==> src/rtl/instr_sequencer.sv <==
// Instruction issue sequencer: FIFO-buffered host instructions handed one at a
// time to the core, with a per-instruction Done watchdog.
module instr_sequencer #(
    parameter int INSTR_WIDTH = 11,
    parameter int BUS_WIDTH   = 16,
    parameter int DEPTH       = 4,
    parameter int TIMEOUT     = 15
) (
    input  logic                         clk,
    input  logic                         reset,
    input  logic [INSTR_WIDTH-1:0]       in_instr,
    input  logic                         in_valid,
    output logic                         in_ready,
    output logic [BUS_WIDTH-1:0]         cpu_instr,
    output logic                         cpu_start,
    input  logic                         cpu_done,
    input  logic                         err_clear,
    output logic                         busy,
    output logic                         error,
    output logic [$clog2(DEPTH):0]       level,
    output logic [7:0]                   issued_count
);

    localparam int PW = $clog2(DEPTH);
    localparam int LW = PW + 1;
    localparam int WW = $clog2(TIMEOUT + 1);

    typedef enum logic [1:0] {
        IDLE,
        ISSUE,
        WAIT,
        ERR
    } state_t;

    state_t state;
    state_t state_next;

    logic [INSTR_WIDTH-1:0] mem [DEPTH];
    logic [PW-1:0]          wr_ptr;
    logic [PW-1:0]          rd_ptr;
    logic [WW-1:0]          wdog;

    logic                   push;
    logic                   pop;
    logic                   wd_expire;
    logic                   done_inc;
    logic                   start_d;
    logic [BUS_WIDTH-1:0]   instr_d;

    assign in_ready  = (level < LW'(DEPTH));
    assign push      = in_valid && in_ready;
    assign wd_expire = (state == WAIT) && !cpu_done
                       && (wdog == WW'(TIMEOUT - 1));
    assign busy      = (state != IDLE) || (level != '0);
    assign error     = (state == ERR);

    always_ff @(posedge clk) begin
        if (reset) begin
            state <= IDLE;
        end else begin
            state <= state_next;
        end
    end

    always_comb begin
        state_next = state;
        unique case (state)
            IDLE:  if (level != '0) state_next = ISSUE;
            ISSUE: state_next = WAIT;
            WAIT: begin
                if (cpu_done) begin
                    state_next = IDLE;
                end else if (wd_expire) begin
                    state_next = ERR;
                end
            end
            ERR:   if (err_clear) state_next = IDLE;
            default: state_next = IDLE;
        endcase
    end

    // The head cannot move while heading into ISSUE/WAIT, so it is safe to
    // latch it into the bus register on the same edge.
    always_comb begin
        pop      = (state == WAIT) && (cpu_done || wd_expire);
        done_inc = (state == WAIT) && cpu_done;
        start_d  = (state_next == ISSUE);
        instr_d  = '0;
        if (state_next == ISSUE || state_next == WAIT) begin
            instr_d = BUS_WIDTH'(mem[rd_ptr]);
        end
    end

    always_ff @(posedge clk) begin
        if (push) begin
            mem[wr_ptr] <= in_instr;
        end
    end

    always_ff @(posedge clk) begin
        if (reset) begin
            wr_ptr       <= '0;
            rd_ptr       <= '0;
            level        <= '0;
            wdog         <= '0;
            issued_count <= '0;
            cpu_start    <= 1'b0;
            cpu_instr    <= '0;
        end else begin
            cpu_start <= start_d;
            cpu_instr <= instr_d;
            if (push) begin
                wr_ptr <= wr_ptr + PW'(1);
            end
            if (pop) begin
                rd_ptr <= rd_ptr + PW'(1);
            end
            if (push && !pop) begin
                level <= level + LW'(1);
            end else if (pop && !push) begin
                level <= level - LW'(1);
            end
            if (state == ISSUE) begin
                wdog <= '0;
            end else if (state == WAIT && !cpu_done) begin
                wdog <= wdog + WW'(1);
            end
            if (done_inc) begin
                issued_count <= issued_count + 8'd1;
            end
        end
    end

endmodule

==> config.mk <==
export PLATFORM = sky130hd
export DESIGN_NAME = instr_sequencer
export DESIGN_NICKNAME = d
export VERILOG_FILES = /design/src/rtl/instr_sequencer.sv
export SDC_FILE = /design/constraint.sdc
export NUM_CORES = 1
export LEC_CHECK = 0
export ABC_AREA = 1
export BUFFER_PORTS_ARGS = -buffer_cell sky130_fd_sc_hd__buf_2
export CORE_UTILIZATION = 45
export DETAILED_ROUTE_END_ITERATION = 16
export PLACE_DENSITY = 0.68
export SLEW_MARGIN = 15
export SYNTH_ARGS = -nofsm -noshare
export SYNTH_HDL_FRONTEND = slang
export SYNTH_SLANG_ARGS = --single-unit
==> constraint.sdc <==
create_clock -name clk -period 2.08 [get_ports clk]
set_clock_uncertainty 0.2 [all_clocks]
set_input_delay 0.416 -clock clk [delete_from_list [all_inputs] [get_ports clk]]
set_output_delay 0.416 -clock clk [all_outputs]
set_load 0.02 [all_outputs]
==> After elaboration in Yosys (flattened, before gate mapping) <==
Memories as Yosys holds them, arrays and structs flattened. A register that Yosys moved wholly into a read port is not among the register bits.
Cells that the tools add are included.
{ "word_totals": {"latch_bits": 0, "n_memories": 1, "register_bits": 27, "romBits": 0, "output_inout_bits": 31, "input_bits": 16, "ram_bits": 44} }
{ "mem_list": {"columns": ["memory", "words", "width", "rd", "rd_ports_with_merged_regs", "wr", "line_no", "rtl"], "rows": [
  ["mem", 4, 11, 1, 1, 1, "38", "logic [INSTR_WIDTH-1:0] mem [DEPTH];"]
]} }
{ "op_classes": {"mux": 9, "order_cmp": 1, "mul": 0, "bitwise_logic": 1, "addsub": 6, "n_eq_ne": 6, "shifts": 0, "n_reduce_logical": 19, "n_div": 0} }
{ "op_table": {"columns": ["cell", "count"], "rows": [
  ["$add 8x1->8 const B", 1],
  ["$mux 2", 4],
  ["$pmux 2 s4", 1],
  ["$logic_and 1x1->1", 7],
  ["$eq 2x2->1 const B", 3],
  ["$mux 3", 2],
  ["$add 2x1->2 const B", 2],
  ["$add 4x1->4 const B", 1],
  ["$eq 2x1->1 const B", 2],
  ["$eq 4x4->1 const B", 1],
  ["$reduce_bool 2->1", 2],
  ["$reduce_or 2->1", 2],
  ["$add 3x1->3 const B", 1],
  ["$logic_not 1->1", 3],
  ["$logic_or 1x1->1", 3],
  ["$lt 3x3->1 const B", 1],
  ["$reduce_bool 3->1", 1],
  ["$sub 3x1->3 const B", 1],
  ["$logic_not 2->1", 1],
  ["$mux 1", 2],
  ["$not 1->1", 1]
]} }

==> Longest topological paths before layout <==
Gate-level depths: netlist of run 1.
{ "logic_depth": {"word_depth": 10, "depth_mapped": 13} }

==> Worst setup path after synthesis of run 1 <==
Ideal clock, no wire load.
{ "synth_timing": {"kind": "reg-to-reg", "startpoint": "register level[2]", "endpoint": "register level[2]", "path_stages_with_launch": 11, "required_time_ps": 1767, "path_buffers": 0, "synth_period_minus_slack_ps": 2095, "t_arrival_ps": 1782, "slack_ps": -15, "cell_sequence": "dfxtp_1 > inv_1 > nand2_1 > inv_1 > ha_1 > inv_1 > fa_1 > a21oi_1 > o21ai_0 > nor2_1 > nor2_1"} }
{ "synth_via": {"elab_chain_len": 5, "word_cells_on_any_way": 10} }
{ "synth_lines": {"columns": ["item", "line_no", "rtl"], "rows": [
  ["from (decl)", "20", "output logic [$clog2(DEPTH):0] level,"],
  ["from (signal assigned)", "119", "level <= level + LW'(1);"],
  ["from (signal assigned)", "121", "level <= level - LW'(1);"],
  ["$lt 3x3->1 (*)", "50", "assign in_ready = (level < LW'(DEPTH));"],
  ["net in_ready", "13", "output logic in_ready,"],
  ["$logic_and 1x1->1 (*)", "51", "assign push = in_valid && in_ready;"],
  ["net push", "43", "logic push;"],
  ["$logic_not 1->1", "120", "end else if (pop && !push) begin"],
  ["$logic_and 1x1->1", "120", null],
  ["$reduce_bool 2->1 (no source line)", null, null]
]} }
Mark *: on every way through the listed nets, which the timed path passes. The rest lies on a longest branch. The select of a mux whose other input is x is not followed.
A chain may end at the register's enable or synchronous reset.

==> Worst setup path in the final report of run 1 <==
{ "layout_timing": {"startpoint": "register wdog[0]", "endpoint": "register level[2]"} }
{ "layout_via": {"elab_chain_len": 7, "word_cells_on_any_way": 9} }
{ "layout_lines": {"columns": ["item", "line_no", "rtl"], "rows": [
  ["from (decl)", "41", "logic [WW-1:0] wdog;"],
  ["from (signal assigned)", "126", "wdog <= wdog + WW'(1);"],
  ["$eq 4x4->1 (*)", "53", "&& (wdog == WW'(TIMEOUT - 1));"],
  ["$logic_and 1x1->1 (*)", "53", null],
  ["$logic_or 1x1->1 (*)", "85", "pop = (state == WAIT) && (cpu_done || wd_expire);"],
  ["$logic_and 1x1->1 (*)", "85", null],
  ["$logic_not 1->1", "118", "if (push && !pop) begin"],
  ["$logic_and 1x1->1", "118", null],
  ["$mux 3 / $reduce_bool 2->1 (equally long branches)", null, null]
]} }
Mark *: on every way between the ends. The rest lies on a longest branch, timed or not.

==> impl_metrics.env, run 1 <==
export IMPL_status="finished, final reports clean"
export IMPL_ant_nets=0
export IMPL_yosysSeqAreaShare=0.628
export IMPL_switchingPower_mw=1.50
export IMPL_drc=0
export IMPL_ir_drop_mv=0.468
export IMPL_final_nets=394
export IMPL_pre_cts_slack_ps=-27.3
export IMPL_yosysUniqueCellTypes=26
export IMPL_htreeDepth=3
export IMPL_cts_made_buffers=9
export IMPL_yosysTopAreaCellShare=0.418
export IMPL_synth_area_leaders="edfxtp_1 42%, dfxtp_1 21%, nor2_1 7.5%"
export IMPL_grtUsageTotal=0.177
export IMPL_syn_cell_area_um2=3160
export IMPL_core_um2=6790
export IMPL_ys_seq_elements=77
export IMPL_dr_pass1_iters=4
export IMPL_port_buffers=41
export IMPL_finalWorstSetupSlack_ps=90.9
export IMPL_clockBufferDepth=2
export IMPL_wirelength_mm=6.01
export IMPL_gp_congestion=0.792
export IMPL_syn_to_final_growth_pct=18.5
export IMPL_reg2reg_depth=13
export IMPL_post_route_min_period_ps=1990
export IMPL_leakage_nw=1.57
export IMPL_drt_iter0_markers=148
export IMPL_syn_instance_count=313
export IMPL_dp_hpwl_mm=3.82
export IMPL_crit_type="reg2reg"
export IMPL_fin_crit_sh=0.956
export IMPL_fmax_mhz=503
export IMPL_cts_root_buf="clkbuf_8"
export IMPL_wl_per_cell_um=12.8
export IMPL_swShare=0.354
export IMPL_holdWs_ps=80.1
export IMPL_start_util=0.465
export IMPL_ys_warn_count=0
export IMPL_grt_max_degree=25
export IMPL_n_antenna_cell=0
export IMPL_clk_pin_slew_ps=90
export IMPL_regToRegEndpoint="level[2]"
export IMPL_setup_viol=0
export IMPL_cp_endpoint="level[2]"
export IMPL_power_share_clock=0.253
export IMPL_internal_power_mw=2.73
export IMPL_crit_path_start="wdog[0]"
export IMPL_hold_violations=0
export IMPL_cts_tree="yes"
export IMPL_hold_path_class="in2reg"
export IMPL_crit_arrival_ps=2070
export IMPL_grt_pass1_vias=2125
export IMPL_startpoint_type="register"
export IMPL_combPwrFrac=0.278
export IMPL_drv_slew=0
export IMPL_p_per_area_nw_per_um2=1130
export IMPL_cp_required_ps=2160
export IMPL_worst_r2r_setup_slack_ps=90
export IMPL_die_h_um=85.8
export IMPL_antenna_found_initial=0
export IMPL_synth_largest_area_cell="edfxtp_1"
export IMPL_via_count=2238
export IMPL_io_pins=47
export IMPL_clock_latency_ps=340
export IMPL_overflow=0
export IMPL_cts_sinks=77
export IMPL_crit_fanout=2
export IMPL_vias_per_cell=4.77
export IMPL_drive_gt1_frac=0.260
export IMPL_die_area_um2=7360
export IMPL_avgSynthCellArea_um2=10.1
export IMPL_cp_end_kind="register"
export IMPL_rows=30
export IMPL_maxCapViolCount=0
export IMPL_reg2reg_from="wdog[0]"
export IMPL_dieWidth_um=85.8
export IMPL_p_seq_frac=0.469
export IMPL_grt_first_pass_wirelength_mm=9.72
-- metal layers --
layer | share of wire | wire length [µm] | track usage
met4 | 0.014 | 87 | 0.0667
met2 | 0.51 | 3090 | 0.307
met3 | 0.039 | 234 | 0.0520
met1 | 0.43 | 2590 | 0.207
met5 | 0 | 0 | 0
-- flip-flops by register name, indices dropped and copies added (netlist names) --
| name | cells |
|---|---|
| state | 2 |
| rd_ptr | 2 |
| issued_count | 8 |
| cpu_start | 1 |
| cpu_instr | 11 |
| wdog | 4 |
| level | 3 |
| wr_ptr | 2 |
| mem | 44 |
-- stage by stage --
step	cells	total power [mW]	TNS (ps)	utilization	cell area, µm²
CTS	468	4.23	0	0.545	3700
finish	469	4.22	0	0.551	3740
detailed placement	452	3.12	-42.4	0.516	3510
global placement	452	3.10	0	0.516	3510
floorplan	317	2.76	0	-	3170
global route	469	4.47	-15.1	0.551	3740
-- area by class of cell --
class / instances / area [µm²]
Sequential cell: 77 / 1990
Multi-Input combinational cell: 196 / 1030
Timing Repair Buffer: 54 / 303
Tap cell: 96 / 120
Clock buffer: 9 / 124
Clock inverter: 7 / 65.1
Inverter: 30 / 113
Fill cell: 616 / 3050
-- Yosys cell counts (all sizes together) --
library cell,instances
o21bai,1
o21ai,32
clkbuf,4
fa,1
xor2,2
nor2,65
nor3,2
conb,1
ha,9
inv,30
buf,10
edfxtp,44
nand2,40
or2,1
nand3,7
a21oi,29
xnor2,1
dfxtp,33
and3,1
-- power by group through the flow --
stage / clock, mW / sequential (mW) / combinational [mW]
2_1_floorplan: 0 / 2.17 / 0.583
3_3_place_gp: 0 / 2.01 / 1.09
3_5_place_dp: 0 / 2.02 / 1.11
4_1_cts: 1.10 / 1.99 / 1.15
5_1_grt: 1.17 / 2.01 / 1.29
6_report: 1.07 / 1.98 / 1.17
-- kinds of logic (layout without fill, tap and decap cells) --
logic type / count (synthesis) / count (layout) / share of synthesized area
compound gates: 62 / 62 / 0.100
xor+xnor: 3 / 3 / 0.00832
fa+ha+maj: 10 / 10 / 0.0420
buf+inv: 44 / 100 / 0.0610
flops: 77 / 77 / 0.628
other cells: 1 / 5 / 0.00119
simple gates: 116 / 116 / 0.160
-- cells in the final DEF, fill, tap and decap left out, types with 2 or more instances in the layout --
cell / instances
clkbuf_8: 9
inv_8: 2
inv_6: 2
nor2_1: 63
a21oi_2: 2
ha_1: 7
nand2_2: 2
buf_2: 41
conb_1: 5
nand2_1: 36
nand2_4: 2
clkinv_4: 2
dfxtp_2: 3
o21ai_1: 29
edfxtp_1: 44
inv_1: 20
nor2_8: 2
o21ai_0: 3
a21oi_1: 27
nand3_1: 6
dfxtp_1: 30
xor2_1: 2
inv_2: 10
buf_4: 13
-- worst max-delay path, cell delays in order (launching register included) --
cell and delay [ps]:
dfxtp_2 330, inv_1 50, ha_2 180, nand3_2 80, nand2_2 80, nand2_2 90
ha_4 130, inv_2 40, fa_2 390, a21oi_2 120, o21ai_1 80, nand2_1 60
nand2_1 40, nor2_1 80
-- how the worst min path moves through the flow --
stage	startpoint	to	slack (ps)	depth (start not counted)
final	in_instr[5]	mem[1][5]	80	1
after global routing	in_instr[5]	mem[1][5]	60	1
after CTS	in_instr[5]	mem[1][5]	60	1
after detailed placement	issued_count[3]	issued_count[3]	290	1
after global placement	issued_count[3]	issued_count[3]	270	1
after floorplan	wdog[3]	wdog[3]	270	2
-- timing repair --
action,CTS,global route
pin swaps,0,3
endpoints found under the setup margin,11,3
resized for setup,5,10
setup buffers,0,1
hold buffers,0,0
No activity file was read; power rests on OpenSTA's default activity.
==> run 2: changes to the inputs <==
--- a/config.mk
+++ b/config.mk
@@ -9,7 +9,7 @@
 export BUFFER_PORTS_ARGS = -buffer_cell sky130_fd_sc_hd__buf_2
 export CORE_UTILIZATION = 45
 export DETAILED_ROUTE_END_ITERATION = 16
-export PLACE_DENSITY = 0.68
+export PLACE_DENSITY = 0.73
 export SLEW_MARGIN = 15
 export SYNTH_ARGS = -nofsm -noshare
 export SYNTH_HDL_FRONTEND = slang
==> run 2 against run 1 <==
Fmax down 1.8%. Highest routed layer unchanged. Critical endpoint is now level[1]. Non-clock buffer count decreased by 1. Combinational power about the same. Cell area grew 0.70%.
==> impl_metrics.env, run 2 (synthesized netlist as in run 1, its figures left out) <==
export IMPL_cp_required_ps=2130
export IMPL_post_route_min_period_ps=2020
export IMPL_largest_reg_flops=44
export IMPL_startpoint_type="register"
export IMPL_reg2reg_depth=9
export IMPL_cts_sinks=77
export IMPL_dp_hpwl_mm=3.77
export IMPL_fin_crit_sh=0.974
export IMPL_gp_congestion=0.802
export IMPL_drv_slew=0
export IMPL_overflow=0
export IMPL_fin_util=0.555
export IMPL_die_area_um2=7360
export IMPL_hold_depth=1
export IMPL_crit_arrival_ps=2070
export IMPL_dr_pass1_iters=4
export IMPL_multiInputGateArea_um2=1040
export IMPL_maxCapViolCount=0
export IMPL_final_nets=393
export IMPL_status="finished, final reports clean"
export IMPL_leakage_nw=1.58
export IMPL_cts_tree="yes"
export IMPL_crit_type="reg2reg"
export IMPL_wl_per_cell_um=13.1
export IMPL_htreeDepth=3
export IMPL_largest_registers="mem x44, cpu_instr x11, issued_count x8"
export IMPL_cp_endpoint="level[1]"
export IMPL_cts_made_buffers=9
export IMPL_clk_pin_slew_ps=90
export IMPL_crit_fanout=4
export IMPL_io_pins=47
export IMPL_dieWidth_um=85.8
export IMPL_die_h_um=85.8
export IMPL_rows=30
export IMPL_vias_per_cell=4.80
export IMPL_port_buffers=41
export IMPL_ir_drop_mv=0.473
export IMPL_grtUsageTotal=0.170
export IMPL_clock_latency_ps=350
export IMPL_fmax_mhz=494
export IMPL_wirelength_mm=6.13
export IMPL_syn_to_final_growth_pct=19.3
export IMPL_grt_max_degree=25
export IMPL_rsz0062_at_grt="true"
export IMPL_worst_r2r_setup_slack_ps=60
export IMPL_reg2reg_from="wdog[1]"
export IMPL_regToRegEndpoint="level[1]"
export IMPL_cts_setup_buffers=0
export IMPL_layout_commonest_cell="nor2_1"
export IMPL_ant_nets=0
export IMPL_antenna_found_initial=0
export IMPL_grt_first_pass_wirelength_mm=9.34
export IMPL_start_util=0.465
export IMPL_cp_end_kind="register"
export IMPL_drc=0
export IMPL_hold_path_class="in2reg"
export IMPL_hold_violations=0
export IMPL_clockBufferDepth=2
export IMPL_p_per_area_nw_per_um2=1170
export IMPL_via_count=2245
export IMPL_regArea_um2=1980
export IMPL_core_um2=6790
export IMPL_drive_gt1_frac=0.253
export IMPL_n_antenna_cell=0
export IMPL_cts_root_buf="clkbuf_8"
export IMPL_layout_common_cells="63 x nor2_1, 44 x edfxtp_1, 41 x buf_2"
export IMPL_crit_path_start="wdog[1]"
export IMPL_drt_iter0_markers=125
export IMPL_fillers=570
export IMPL_tns_ps=0
export IMPL_setup_viol=0
export IMPL_grt_pass1_vias=2020
export IMPL_regMostFlops="mem"
run 2: cell types whose count changed in the layout (fill, tap and decap cells not counted):
cell / previous run / this run
o21ai_1: 29 / 28
inv_8: 2 / 0
buf_4: 13 / 12
o21ai_2: 0 / 1
dfxtp_1: 30 / 32
bufinv_16: 0 / 2
clkbuf_1: 0 / 1
clkinv_4: 2 / 1
dfxtp_2: 3 / 1
run 2: critical path, cell delays in order (launching register included):
cell and delay [ps]:
dfxtp_1 400, ha_2 200, nand3_2 90, nand2_2 90, nand2_2 70, ha_4 160
inv_2 70, fa_2 410, o21ai_1 160, a21oi_1 70
run 2: worst min-delay path by stage:
stage,endpoint,start
after floorplan,wdog[3],wdog[3]
after global placement,issued_count[3],issued_count[3]
after detailed placement,issued_count[3],issued_count[3]
after CTS,mem[1][2],in_instr[2]
after global routing,mem[0][0],in_instr[0]
final,mem[0][0],in_instr[0]
run 2: routing by layer:
metal | GRT usage | vias up | routed length (µm) | share of wire
met4 | 0.0985 | 0 | 93 | 0.015
met2 | 0.279 | 39 | 3180 | 0.52
met5 | 0 | - | 0 | 0
li1 | - | 1132 | - | -
met3 | 0.0375 | 9 | 199 | 0.032
met1 | 0.209 | 1065 | 2660 | 0.43
run 2: final cells by class:
type,count,share of cell area
Clock buffer,10,0.0339
Clock inverter,6,0.0249
Inverter,30,0.0299
Multi-Input combinational cell,196,0.275
Sequential cell,77,0.526
Tap cell,96,0.0319
Timing Repair Buffer,53,0.0784
run 2: through the flow:
stage	total power [mW]	setup slack [ps]	hold WS [ps]	cell area [µm²]	instances
after floorplan	2.76	3.87	269	3170	317
after global placement	3.09	43.3	274	3510	452
after detailed placement	3.11	6.17	280	3510	452
after CTS	4.36	0.152	66.5	3730	468
after global routing	4.63	-60.2	58.8	3770	468
final	4.42	55.1	73.1	3770	468
run 2: timing repair:
action	in CTS	in global routing
endpoints found under the hold margin	0	0
hold buffers	0	0
setup endpoints to repair	0	13
resized for setup	0	14
run 2: power breakdown:
group	total [mW]	switching [mW]	leakage (nW)	internal (mW)
Sequential	1.99	0.127	0.673	1.86
Combinational	1.16	0.769	0.798	0.396
Clock	1.26	0.576	0.107	0.687
